**config.mk**
```make
export PLATFORM = sky130hd
export DESIGN_NAME = imem_loader
export DESIGN_NICKNAME = d
export VERILOG_FILES = /design/src/rtl/imem_loader.sv
export SDC_FILE = /design/constraint.sdc
export NUM_CORES = 1
export LEC_CHECK = 0
export ABC_AREA = 1
export BUFFER_PORTS_ARGS = -buffer_cell sky130_fd_sc_hd__buf_4
export CORE_MARGIN = 2
export CORE_UTILIZATION = 50
export CTS_BUF_LIST = sky130_fd_sc_hd__clkbuf_8 sky130_fd_sc_hd__clkbuf_16
export CTS_CLUSTER_DIAMETER = 80
export DETAILED_ROUTE_END_ITERATION = 8
export HOLD_SLACK_MARGIN = 0.15
export PLACE_DENSITY_LB_ADDON = 0.12
export SYNTH_ARGS = -nofsm -noshare
export SYNTH_HDL_FRONTEND = slang
export SYNTH_SLANG_ARGS = --single-unit
```
**constraint.sdc**
```tcl
create_clock -name clk -period 1.5 [get_ports clk]
set_clock_uncertainty 0.1 [all_clocks]
set_input_delay 0.15 -clock clk [delete_from_list [all_inputs] [get_ports clk]]
set_output_delay 0.15 -clock clk [all_outputs]
set_load 0.02 [all_outputs]
```
**src/rtl/imem_loader.sv**
```systemverilog
// Byte-stream program loader: assembles big-endian words into instruction memory, holding the CPU in reset until done.
// Optional trailing XOR checksum byte enabled by defining IMEM_LOADER_CHECKSUM_EN.
`timescale 1ns/1ps

module imem_loader #(
  parameter int unsigned ADDR_W    = 10,
  parameter int unsigned BASE_ADDR = 0
) (
  input  logic              clk,
  input  logic              rst,
  input  logic              start,
  input  logic              in_valid,
  input  logic [7:0]        in_data,
  output logic              in_ready,
  output logic              mem_we,
  output logic [ADDR_W-1:0] mem_addr,
  output logic [31:0]       mem_wdata,
  output logic              cpu_hold,
  output logic              done,
  output logic              error
);

  localparam logic [32:0] CAPACITY = 33'((64'd1 << ADDR_W) - 64'(BASE_ADDR));

`ifdef IMEM_LOADER_CHECKSUM_EN
  typedef enum logic [2:0] {S_IDLE, S_HDR, S_DATA, S_CHK, S_DONE, S_ERR} state_e;
  localparam state_e S_AFTER_DATA = S_CHK;
`else
  typedef enum logic [2:0] {S_IDLE, S_HDR, S_DATA, S_DONE, S_ERR} state_e;
  localparam state_e S_AFTER_DATA = S_DONE;
`endif

  state_e            state_q, state_d;
  logic [1:0]        bcnt_q, bcnt_d;
  logic [23:0]       word_q, word_d;
  logic [ADDR_W-1:0] idx_q, idx_d;
  logic [31:0]       rem_q, rem_d;
  logic [7:0]        chk_q, chk_d;
  logic              mem_we_q, mem_we_d;
  logic [ADDR_W-1:0] mem_addr_q, mem_addr_d;
  logic [31:0]       mem_wdata_q, mem_wdata_d;
  logic              done_q, done_d;
  logic              error_q, error_d;
  logic              hold_q, hold_d;

  logic        accept;
  logic        start_ok;
  logic [31:0] assembled;

  always_comb begin
    state_d     = state_q;
    bcnt_d      = bcnt_q;
    word_d      = word_q;
    idx_d       = idx_q;
    rem_d       = rem_q;
    chk_d       = chk_q;
    mem_we_d    = 1'b0;
    mem_addr_d  = mem_addr_q;
    mem_wdata_d = mem_wdata_q;
    done_d      = done_q;
    error_d     = error_q;
    hold_d      = hold_q;

    in_ready  = (state_q == S_HDR) || (state_q == S_DATA)
`ifdef IMEM_LOADER_CHECKSUM_EN
                || (state_q == S_CHK)
`endif
                ;
    accept    = in_valid && in_ready;
    start_ok  = start && ((state_q == S_IDLE) || (state_q == S_DONE) || (state_q == S_ERR));
    assembled = {word_q, in_data};

    // Status flags trail the state by one edge so the last write lands before cpu_hold drops.
    if (start_ok) begin
      done_d  = 1'b0;
      error_d = 1'b0;
      hold_d  = 1'b1;
    end else if (state_q == S_DONE) begin
      done_d = 1'b1;
      hold_d = 1'b0;
    end else if (state_q == S_ERR) begin
      error_d = 1'b1;
    end

    case (state_q)
      S_HDR: begin
        if (accept) begin
          word_d = assembled[23:0];
          bcnt_d = bcnt_q + 2'd1;
          if (bcnt_q == 2'd3) begin
            if ({1'b0, assembled} > CAPACITY) begin
              state_d = S_ERR;
            end else if (assembled == '0) begin
              state_d = S_AFTER_DATA;
            end else begin
              rem_d   = assembled;
              state_d = S_DATA;
            end
          end
        end
      end
      S_DATA: begin
        if (accept) begin
          word_d = assembled[23:0];
          chk_d  = chk_q ^ in_data;
          bcnt_d = bcnt_q + 2'd1;
          if (bcnt_q == 2'd3) begin
            mem_we_d    = 1'b1;
            mem_wdata_d = assembled;
            mem_addr_d  = ADDR_W'(BASE_ADDR) + idx_q;
            idx_d       = idx_q + 1'b1;
            rem_d       = rem_q - 32'd1;
            if (rem_q == 32'd1) state_d = S_AFTER_DATA;
          end
        end
      end
`ifdef IMEM_LOADER_CHECKSUM_EN
      S_CHK: begin
        if (accept) state_d = (in_data == chk_q) ? S_DONE : S_ERR;
      end
`endif
      default: begin
        if (start_ok) begin
          state_d = S_HDR;
          bcnt_d  = '0;
          word_d  = '0;
          idx_d   = '0;
          chk_d   = '0;
        end
      end
    endcase
  end

  always_ff @(posedge clk or negedge rst) begin
    if (!rst) begin
      state_q     <= S_IDLE;
      bcnt_q      <= '0;
      word_q      <= '0;
      idx_q       <= '0;
      rem_q       <= '0;
      chk_q       <= '0;
      mem_we_q    <= 1'b0;
      mem_addr_q  <= '0;
      mem_wdata_q <= '0;
      done_q      <= 1'b0;
      error_q     <= 1'b0;
      hold_q      <= 1'b1;
    end else begin
      state_q     <= state_d;
      bcnt_q      <= bcnt_d;
      word_q      <= word_d;
      idx_q       <= idx_d;
      rem_q       <= rem_d;
      chk_q       <= chk_d;
      mem_we_q    <= mem_we_d;
      mem_addr_q  <= mem_addr_d;
      mem_wdata_q <= mem_wdata_d;
      done_q      <= done_d;
      error_q     <= error_d;
      hold_q      <= hold_d;
    end
  end

  assign mem_we    = mem_we_q;
  assign mem_addr  = mem_addr_q;
  assign mem_wdata = mem_wdata_q;
  assign done      = done_q;
  assign error     = error_q;
  assign cpu_hold  = hold_q;

endmodule

```
### Yosys cells after proc, flatten, opt, wreduce, memory -nomap -nowiden

Index checks and enable logic that the tools add are counted.

* word-level logic and storage cells: 87
* output and inout bits: 47
* input port bits: 12
* bits in registers: 117

* $add $sub $neg: 3
* magnitude comparators: 1
* bitwise operators: 1
* multiplexer cells: 36
* eq/ne operators: 15
* reduce and logical (&&, ||, !) cells: 20

Operators by type and width (number)
* $mux W32: 6
* $mux W24: 3
* $pmux W32 S2: 1
* $eq A32 B1 Y1 const B: 1
* $gt A32 B11 Y1 const B: 1
* $logic_not A32 Y1: 1
* $sub A32 B1 Y32 const B: 1
* $mux W10: 3
* $mux W3: 7
* $pmux W10 S2: 1
* $mux W1: 11
* $add A10 B1 Y10 const B: 1
* $ne A2 B2 Y1 const B: 5
* $reduce_bool A2 Y1: 5
* $ne A2 B1 Y1 const B: 4
* $reduce_and A7 Y1: 1
* $eq A3 B2 Y1 const B: 2
* $mux W2: 3
* $pmux W3 S2: 1
* $reduce_and A6 Y1: 1
* $reduce_and A2 Y1: 2
* $reduce_and A4 Y1: 1
* $eq A3 B1 Y1 const B: 1
* $eq A3 B3 Y1 const B: 1
* 9 further kinds: 12

### Logic depth before layout (Yosys ltp)

Gate-level depths: netlist of run 1.

* depth after elaboration: 6
* mapped depth: 13
* gate-level depth less buffers: 12

### Worst setup path before layout of run 1

OpenSTA, ideal clock, no wires.

* path kind: reg2reg
* start point: reg state_q[0]
* end point: reg mem_addr_q[3] (netlist: mem_addr[3])
* cell stages (with the launch flop): 11
* buffers on the path: 2
* setup slack: -0.074 ns
* library setup time: 0.120 ns
* clock period less this slack: 1.574 ns
* arrival time: 1.354 ns
* data required time: 1.280 ns
* cells stage by stage: dfrtp_1 > inv_2 > nand3_4 > nand2_4 > nand3_4 > nor2_4 > inv_2 > buf_6 > buf_6 > nand2_1 > o21ai_2

* word-level cells in the longest chain between the ends: 4
* elaborated cells between the ends (all ways): 5
* those cells by class: eq/ne: 2; reduce/logical: 3

Ends and longest elaborated chain
* start, declared: line 33 `state_e state_q, state_d;`
* start signal, assigned: line 149 `state_q <= state_d;`
* $eq A3 B1 Y1 or $eq A3 B2 Y1 (tied branches): line 64 `in_ready = (state_q == S_HDR) || (state_q == S_DATA)`
* $logic_or A1 B1 Y1 (*): line 64
* named net in_ready: line 14 `output logic in_ready,`
* $logic_and A1 B1 Y1 (*): line 69 `accept = in_valid && in_ready;`
* $reduce_and A3 Y1 (no source line) (*)
* end signal, assigned: line 156 `mem_addr_q <= mem_addr_d;`
* end, declared: line 40 `logic [ADDR_W-1:0] mem_addr_q, mem_addr_d;`

Mark *: on every way through the listed nets, which the timed path passes. The rest lies on a longest branch.
A chain may end at the register's enable or synchronous reset.

### Worst setup path after layout of run 1

* start point: reg word_q[22]
* end point: reg rem_q[0]

* word-level cells in the longest chain between the ends: 3
* elaborated cells between the ends (all ways): 5
* those cells by class: order compare: 1; eq/ne: 2; reduce/logical: 2

Ends and longest elaborated chain
* start, declared: line 35 `logic [23:0] word_q, word_d;`
* start signal, assigned: line 151 `word_q <= word_d;`
* $gt A32 B11 Y1 or $logic_not A32 Y1 (tied branches): line 91, 93
* $ne A2 B2 Y1 (no source line)
* $reduce_and A7 Y1 (no source line) (*)
* end signal, assigned: line 153 `rem_q <= rem_d;`
* end, declared: line 37 `logic [31:0] rem_q, rem_d;`

Every way passes the cells marked *; elsewhere a longest branch is shown, timed or not.

==> metrics.txt, run 1 <==
simple-gate share of the synthesized area 30.18%; outcome complete, but fails checks; Syn Area/Cell 7.718 um2; initial antenna violation count 1; fill cell count 579; clock buffer count from CTS 17; number of synthesized flops with an enable pin 0; top cell type's share of synthesized area 46.84%; number of distinct library cells after synthesis 37; final antenna-violating net count 0; DIE AREA 13300 um2; post-synthesis mux area share 0%; worst-path cell chain nor2_1 > nand2_1 > nor2_2 > nand2_2 > inv_1 > nand2_2 > nand2_2 > nand3_4 > inv_8 > buf_6 > nand2_1 > nand2_1; failing checks setup timing; Worst Max-Slew Pin Slew 0.3939 ns; via count 7219; minimum clock period 2.097 ns; largest family of logic cells by synthesized area simple AND/OR/NAND/NOR gates; required time of the critical path 1.75 ns; max frequency 0.4770 GHz; First-pass DRT Iterations 7; Buf/Inv on CP 3; Largest stage delay, worst path 0.40 ns; worst setup margin -0.5966 ns; clk_lat worst skew 0.44 ns; Synth Net Count 819; Syn Inst Count 803; Crit. End Element flop; slew margin rel. 73.64%; Via density 5.961; Power Density 2066 nW/um2; Slew Viols, Final 0; clock buffer depth 2; #FFs+latches synth 117; ys flop type dfrtp_1; largest net degree at the start of global routing 43; Post-DP HPWL 12690 um; P&R area growth vs syn 61.56%; reg2reg setup slack -0.60 ns; Worst Hold Class input port to flop; CP Max Fanout 5; Post-Synth Adder-Cell Area 0.8076%; commonest cells after routing, fill and taps aside nand2_1, buf_4, dfrtp_1, inv_1, nor2_1; Synth Area in XOR/XNOR 0.5653%; initial DRC count 854; Reg clk slew, reported paths 0.06 ns; cell family with most CP delay simple AND/OR/NAND/NOR gates; H-tree levels 4; share of layout cells above drive strength 1 44.58%; YS warnings 0; Final Hold Fails 0; worst hold path depth 8; sequential-to-total area share from yosys stat 47.26%; Post-Synthesis Cell Area 6197 um2; # rows 40; clk root buf clkbuf_16; RSZ-0062 raised after global routing true; CP arrival 2.35 ns; Ant. Diodes 0; FF-to-FF path depth 12; critical path type flop to flop; Max VDD drop 1.451 mV; Static Leak 5.011 nW; Worst Min Path Start in_data[2]; CTS tree done; vias in the first global route 6247; final period utilization 139.8%; input/output buffers 58; TritonCTS sink count 117; cell taking the most area after synthesis dfrtp_1; total gr overflow 0; Die Wd 115.3 um; drt wl/cell 21.99 um; Worst R2R Start word_q[22]$_DFFE_PN0P_; Die H 115.3 um; starting density of the core 51.38%; total routed wirelength 26630 um; final count of negative-setup-slack endpoints 117; Synth Area in Compound Gates 12.44%; max cap viols 0; critical path's slowest cell dfrtp_1; DRC viols 0; Post-Place Worst Slack -0.2570 ns; R2R Path End rem_q[0]$_DFFE_PN0P_; GRT Util Overall 29.83%; Post-DP Area 7641 um2; Hold EP state_q[0]$_DFFE_PN0P_; Core Footprint 12060 um2; Ports 59; commonest non-fill, non-tap cell in the layout nand2_1; cell area after layout 10010 um2; Final nets 1046; ys async rst share 100.0%; startpoint types flop; RD Place Congestion 0.9220; top post-synthesis cells by area dfrtp_1, nand2_1, inv_1; first-pass GRT wire length 30550 um
-- registers in the layout, summed over array words and instances, names as in the netlist --
| name | count |
|---|---|
| rem_q | 32 |
| bcnt_q | 2 |
| error | 1 |
| mem_wdata | 32 |
| mem_we | 1 |
| cpu_hold | 1 |
| mem_addr | 10 |
| word_q | 24 |
| done | 1 |
| idx_q | 10 |
| state_q | 3 |
-- per-layer routing --
metal / up-vias / GRT usage, % / part of all wire [%] / wire (um)
met2: 526 / 50.18 / 48 / 12690
met4: 2 / 12.13 / 6.9 / 1846
met5: - / 0 / 0.038 / 10
li1: 3035 / - / - / -
met3: 196 / 6.589 / 9.3 / 2489
met1: 3460 / 37.33 / 36 / 9591
-- cells by family (layout without fill, tap and decap cells) --
group,count (synthesis),count (layout)
and+or+nand+nor,440,440
buffers and inverters,120,360
AOI/OAI and AO/OA,118,118
DFF,117,117
adders and majority gates,4,4
xor gates and xnor gates,4,4
-- repair_timing --
action / CTS / global route
setup buffers: 10 / 22
cloned: 3 / 20
endpoints found under the setup margin: 113 / 157
gates resized for setup: 53 / 202
endpoints found under the hold margin: 152 / 0
pin swaps: 8 / 26
hold buffers: 12 / 0
-- power by group --
part | internal [mW] | leakage [nW] | total (mW) | switching (mW)
clock | 2.72 | 0.299 | 4.40 | 1.68
combinational | 5.06 | 3.11 | 12.0 | 6.97
sequential | 3.70 | 1.60 | 4.25 | 0.549
total | 11.5 | 5.01 | 20.7 | 9.20
-- per-stage QoR --
step,util (%),instances,hold slack [ns],TNS [ns],total power [mW]
finish,83.01,1211,0.2765,-37.46,20.69
global route,83.01,1211,0.2917,-40.97,21.58
CTS,72.25,1170,0.1537,-16.58,18.11
detailed placement,63.35,1113,0.003889,-12.73,12.77
global placement,63.35,1113,-0.003830,-7.200,12.53
floorplan,-,803,-0.2456,-3.368,9.191
-- cell usage after synthesis, types with 7 or more instances --
master,number
nand2_1,271
dfrtp_1,116
inv_1,83
nor2_1,81
nand3_1,47
o21ai_0,35
o21ai_2,30
o22ai_1,25
o21ai_1,15
nand4_1,12
buf_2,9
buf_6,9
inv_2,8
clkbuf_1,7
-- tightest hold or removal path, delay by kind of cell --
kind | cells | cell delay (ns)
simple gates | 6 | 0.43
compound gates | 1 | 0.11
buf+inv | 1 | 0.09
-- layout make-up --
| cell class | count | area (um2) | share of cell area (%) |
|---|---|---|---|
| multi-input cells | 566 | 3470 | 34.65 |
| repair buffers | 233 | 2366 | 23.63 |
| repair inverters | 2 | 20.02 | 0.2000 |
| flip-flops and latches | 117 | 2934 | 29.31 |
| clock buffers | 19 | 452.9 | 4.524 |
| clock inverters | 13 | 168.9 | 1.687 |
| well taps | 168 | 210.2 | 2.099 |
| inverters | 93 | 390.4 | 3.899 |
-- how the worst max path moves through the flow --
stage	start	to	slack [ns]	depth (start not counted)
final	word_q[22]$_DFFE_PN0P_	rem_q[0]$_DFFE_PN0P_	-0.60	12
after global routing	word_q[1]$_DFFE_PN0P_	rem_q[0]$_DFFE_PN0P_	-0.62	12
after CTS	state_q[0]$_DFFE_PN0P_	in_ready	-0.21	6
after detailed placement	rem_q[2]$_DFFE_PN0P_	rem_q[29]$_DFFE_PN0P_	-0.26	10
after global placement	rem_q[2]$_DFFE_PN0P_	rem_q[21]$_DFFE_PN0P_	-0.20	10
after floorplan	state_q[1]$_DFFE_PN0P_	mem_addr[3]$_DFFE_PN0P_	-0.07	10
No activity file was read; power rests on OpenSTA's default activity.
==> run 2: changes to the inputs <==
- PLACE_DENSITY_LB_ADDON: 0.12 -> 0.08
==> metrics.txt, run 2 (same netlist as run 1, synthesis figures left out) <==
first-pass GRT wire length 31510 um (+3.1%); Post-DP HPWL 12850 um (+1.3%); Largest stage delay, worst path 0.40 ns (about the same); outcome complete, but fails checks; critical path launch point state_q[2]$_DFFE_PN0P_; Core Footprint 12060 um2 (unchanged); largest net degree at the start of global routing 45 (+4.7%); placed cell count 1115 (+0.18%); vias in the first global route 6256 (+0.14%); total gr overflow 0 (unchanged); max frequency 0.5539 GHz (+16%); First-pass DRT Iterations 5 (-2); slew margin rel. 71.96% (-1.7 points); Static Leak 4.883 nW (-2.5%); startpoint types flop; fill cell count 780 (+35%); clock buffer count from CTS 17 (unchanged); commonest non-fill, non-tap cell in the layout nand2_1; H-tree levels 4 (unchanged); failing checks setup timing; clk_lat worst skew 0.42 ns (-0.02 ns); R2R Path End mem_wdata[9]$_DFFE_PN0P_; max cap viols 0 (unchanged); RSZ-0062 raised after global routing true; CTS tree done; final count of negative-setup-slack endpoints 113 (-3.4%); worst hold path depth 8 (unchanged); minimum clock period 1.805 ns (-0.2914 ns); CP Max Fanout 10 (+5); share of layout cells above drive strength 1 42.91% (-1.7 points); Crit. End Element flop; Ant. Diodes 0 (unchanged); input/output buffers 58 (unchanged); P&R area growth vs syn 53.68%; final antenna-violating net count 0 (unchanged); DRC viols 0 (unchanged); initial antenna violation count 0 (-1); RD Place Congestion 0.9335 (+1.2%); Worst Max-Slew Pin Slew 0.4201 ns (+0.02617 ns); critical path's slowest cell dfrtp_1; Worst Hold Class input port to flop; commonest cells after routing, fill and taps aside nand2_1, buf_4, dfrtp_1, inv_1, nand2_2; final period utilization 120.3% (-19 points); Die H 115.3 um (unchanged); Max VDD drop 1.163 mV (-20%); clock buffer depth 2 (unchanged); Slew Viols, Final 0 (unchanged); Worst R2R Start state_q[2]$_DFFE_PN0P_; Die Wd 115.3 um (unchanged); DIE AREA 13300 um2 (unchanged); via count 6405 (-11%); worst setup margin -0.3052 ns (+0.2914 ns); Ports 59 (unchanged); critical path type flop to flop; FF-to-FF path depth 10 (-2); # rows 40 (unchanged); total routed wirelength 21130 um (-21%); hold_ws 0.1765 ns (-0.1000 ns); Power Density 2044 nW/um2 (-1.1%); clk root buf clkbuf_16; reg2reg setup slack -0.31 ns (+0.29 ns); starting density of the core 51.38% (unchanged); CP arrival 2.00 ns (-0.35 ns); Final nets 1033 (-1.2%); GRT Util Overall 31.12% (+1.3 points); initial DRC count 466 (-45%); crit path to mem_wdata[9]$_DFFE_PN0P_; TritonCTS sink count 117 (unchanged); Reg clk slew, reported paths 0.06 ns (about the same); CP most frequent cell nand3_4; Final Hold Fails 0 (unchanged); drt wl/cell 17.64 um (-20%); required time of the critical path 1.69 ns (-0.06 ns); worst-path cell chain inv_2 > nand3_4 > nand2_4 > nand3_4 > nor2_4 > inv_8 > buf_12 > buf_16 > nand2_2 > o21ai_1; Via density 5.346 (-10%); Non-Filler Instances 1198 (-1.1%)
## run 2: cell types whose count changed in the layout (fill, tap and decap cells not counted), moves of 6 or more
cell       before  now
buf_4         162  174
buf_6          25   14
clkbuf_16      28   21
nand2_1       195  215
nand2_4        25    8
nor2_1         65   46
nor2_2         10   27
o21ai_1        14   20
o21ai_2        43   36
## run 2: worst max-delay path: cells and delay by family, from the launching register on
| kind | cells | cell delay [ns] |
|---|---|---|
| DFF | 1 | 0.40 |
| AOI/OAI and AO/OA | 1 | 0.07 |
| buffers and inverters | 4 | 0.52 |
| and+or+nand+nor | 5 | 0.56 |
## run 2: per-stage QoR
step | util [%] | setup TNS [ns] | total power, mW | area (um2) | setup slack, ns
after CTS | 74.09 | -13.27 | 18.02 | 8936 | -0.2078
after floorplan | - | -3.368 | 9.191 | 6251 | -0.06790
final | 78.96 | -20.38 | 19.47 | 9524 | -0.3052
after detailed placement | 63.27 | -11.63 | 12.80 | 7631 | -0.2380
after global routing | 78.96 | -28.69 | 20.67 | 9524 | -0.3794
after global placement | 63.27 | -9.712 | 12.68 | 7631 | -0.2092
## run 2: repair_timing
action | 4_1_cts | 5_1_grt
setup buffers | 20 | 8
endpoints found under the hold margin | 146 | 0
cloned | 6 | 5
hold buffers | 12 | 0
endpoints found under the setup margin | 111 | 181
pin swaps | 11 | 14
resized for setup | 91 | 114
## run 2: final cells by class
| cell class | instances | area (um2) | area share (%) |
|---|---|---|---|
| sequential | 117 | 2935 | 30.82 |
| inverter | 93 | 379.1 | 3.981 |
| multi-input combinational | 566 | 3312 | 34.77 |
| clock buffer | 20 | 466.7 | 4.900 |
| timing repair buffer | 222 | 2092 | 21.97 |
| clock inverter | 12 | 128.9 | 1.353 |
| tap | 168 | 210.2 | 2.207 |
## run 2: how the worst min path moves through the flow
stage,from,end,slack [ns]
after floorplan,rst,bcnt_q[0]$_DFFE_PN0P_,-0.25
after CTS,in_data[2],state_q[0]$_DFFE_PN0P_,0.16
after global placement,rst,mem_wdata[10]$_DFFE_PN0P_,-0.006
after global routing,in_data[2],state_q[0]$_DFFE_PN0P_,0.21
after detailed placement,rst,mem_wdata[10]$_DFFE_PN0P_,0.0007
final,in_data[6],state_q[0]$_DFFE_PN0P_,0.18
## run 2: metal layers
layer  vias to the layer above  track usage [%]  share of wire (%)
met5                         -                0                  0
li1                       2998                -                  -
met2                       219            50.99                 50
met1                      3134            39.64                 41
met4                         0            13.17                3.2
met3                        54            7.275                5.3
## run 2: where the power goes
| group | switching [mW] | internal (mW) | leakage (nW) |
|---|---|---|---|
| Combinational | 6.41 | 4.79 | 2.99 |
| Clock | 1.51 | 2.57 | 0.288 |
| Sequential | 0.487 | 3.70 | 1.60 |
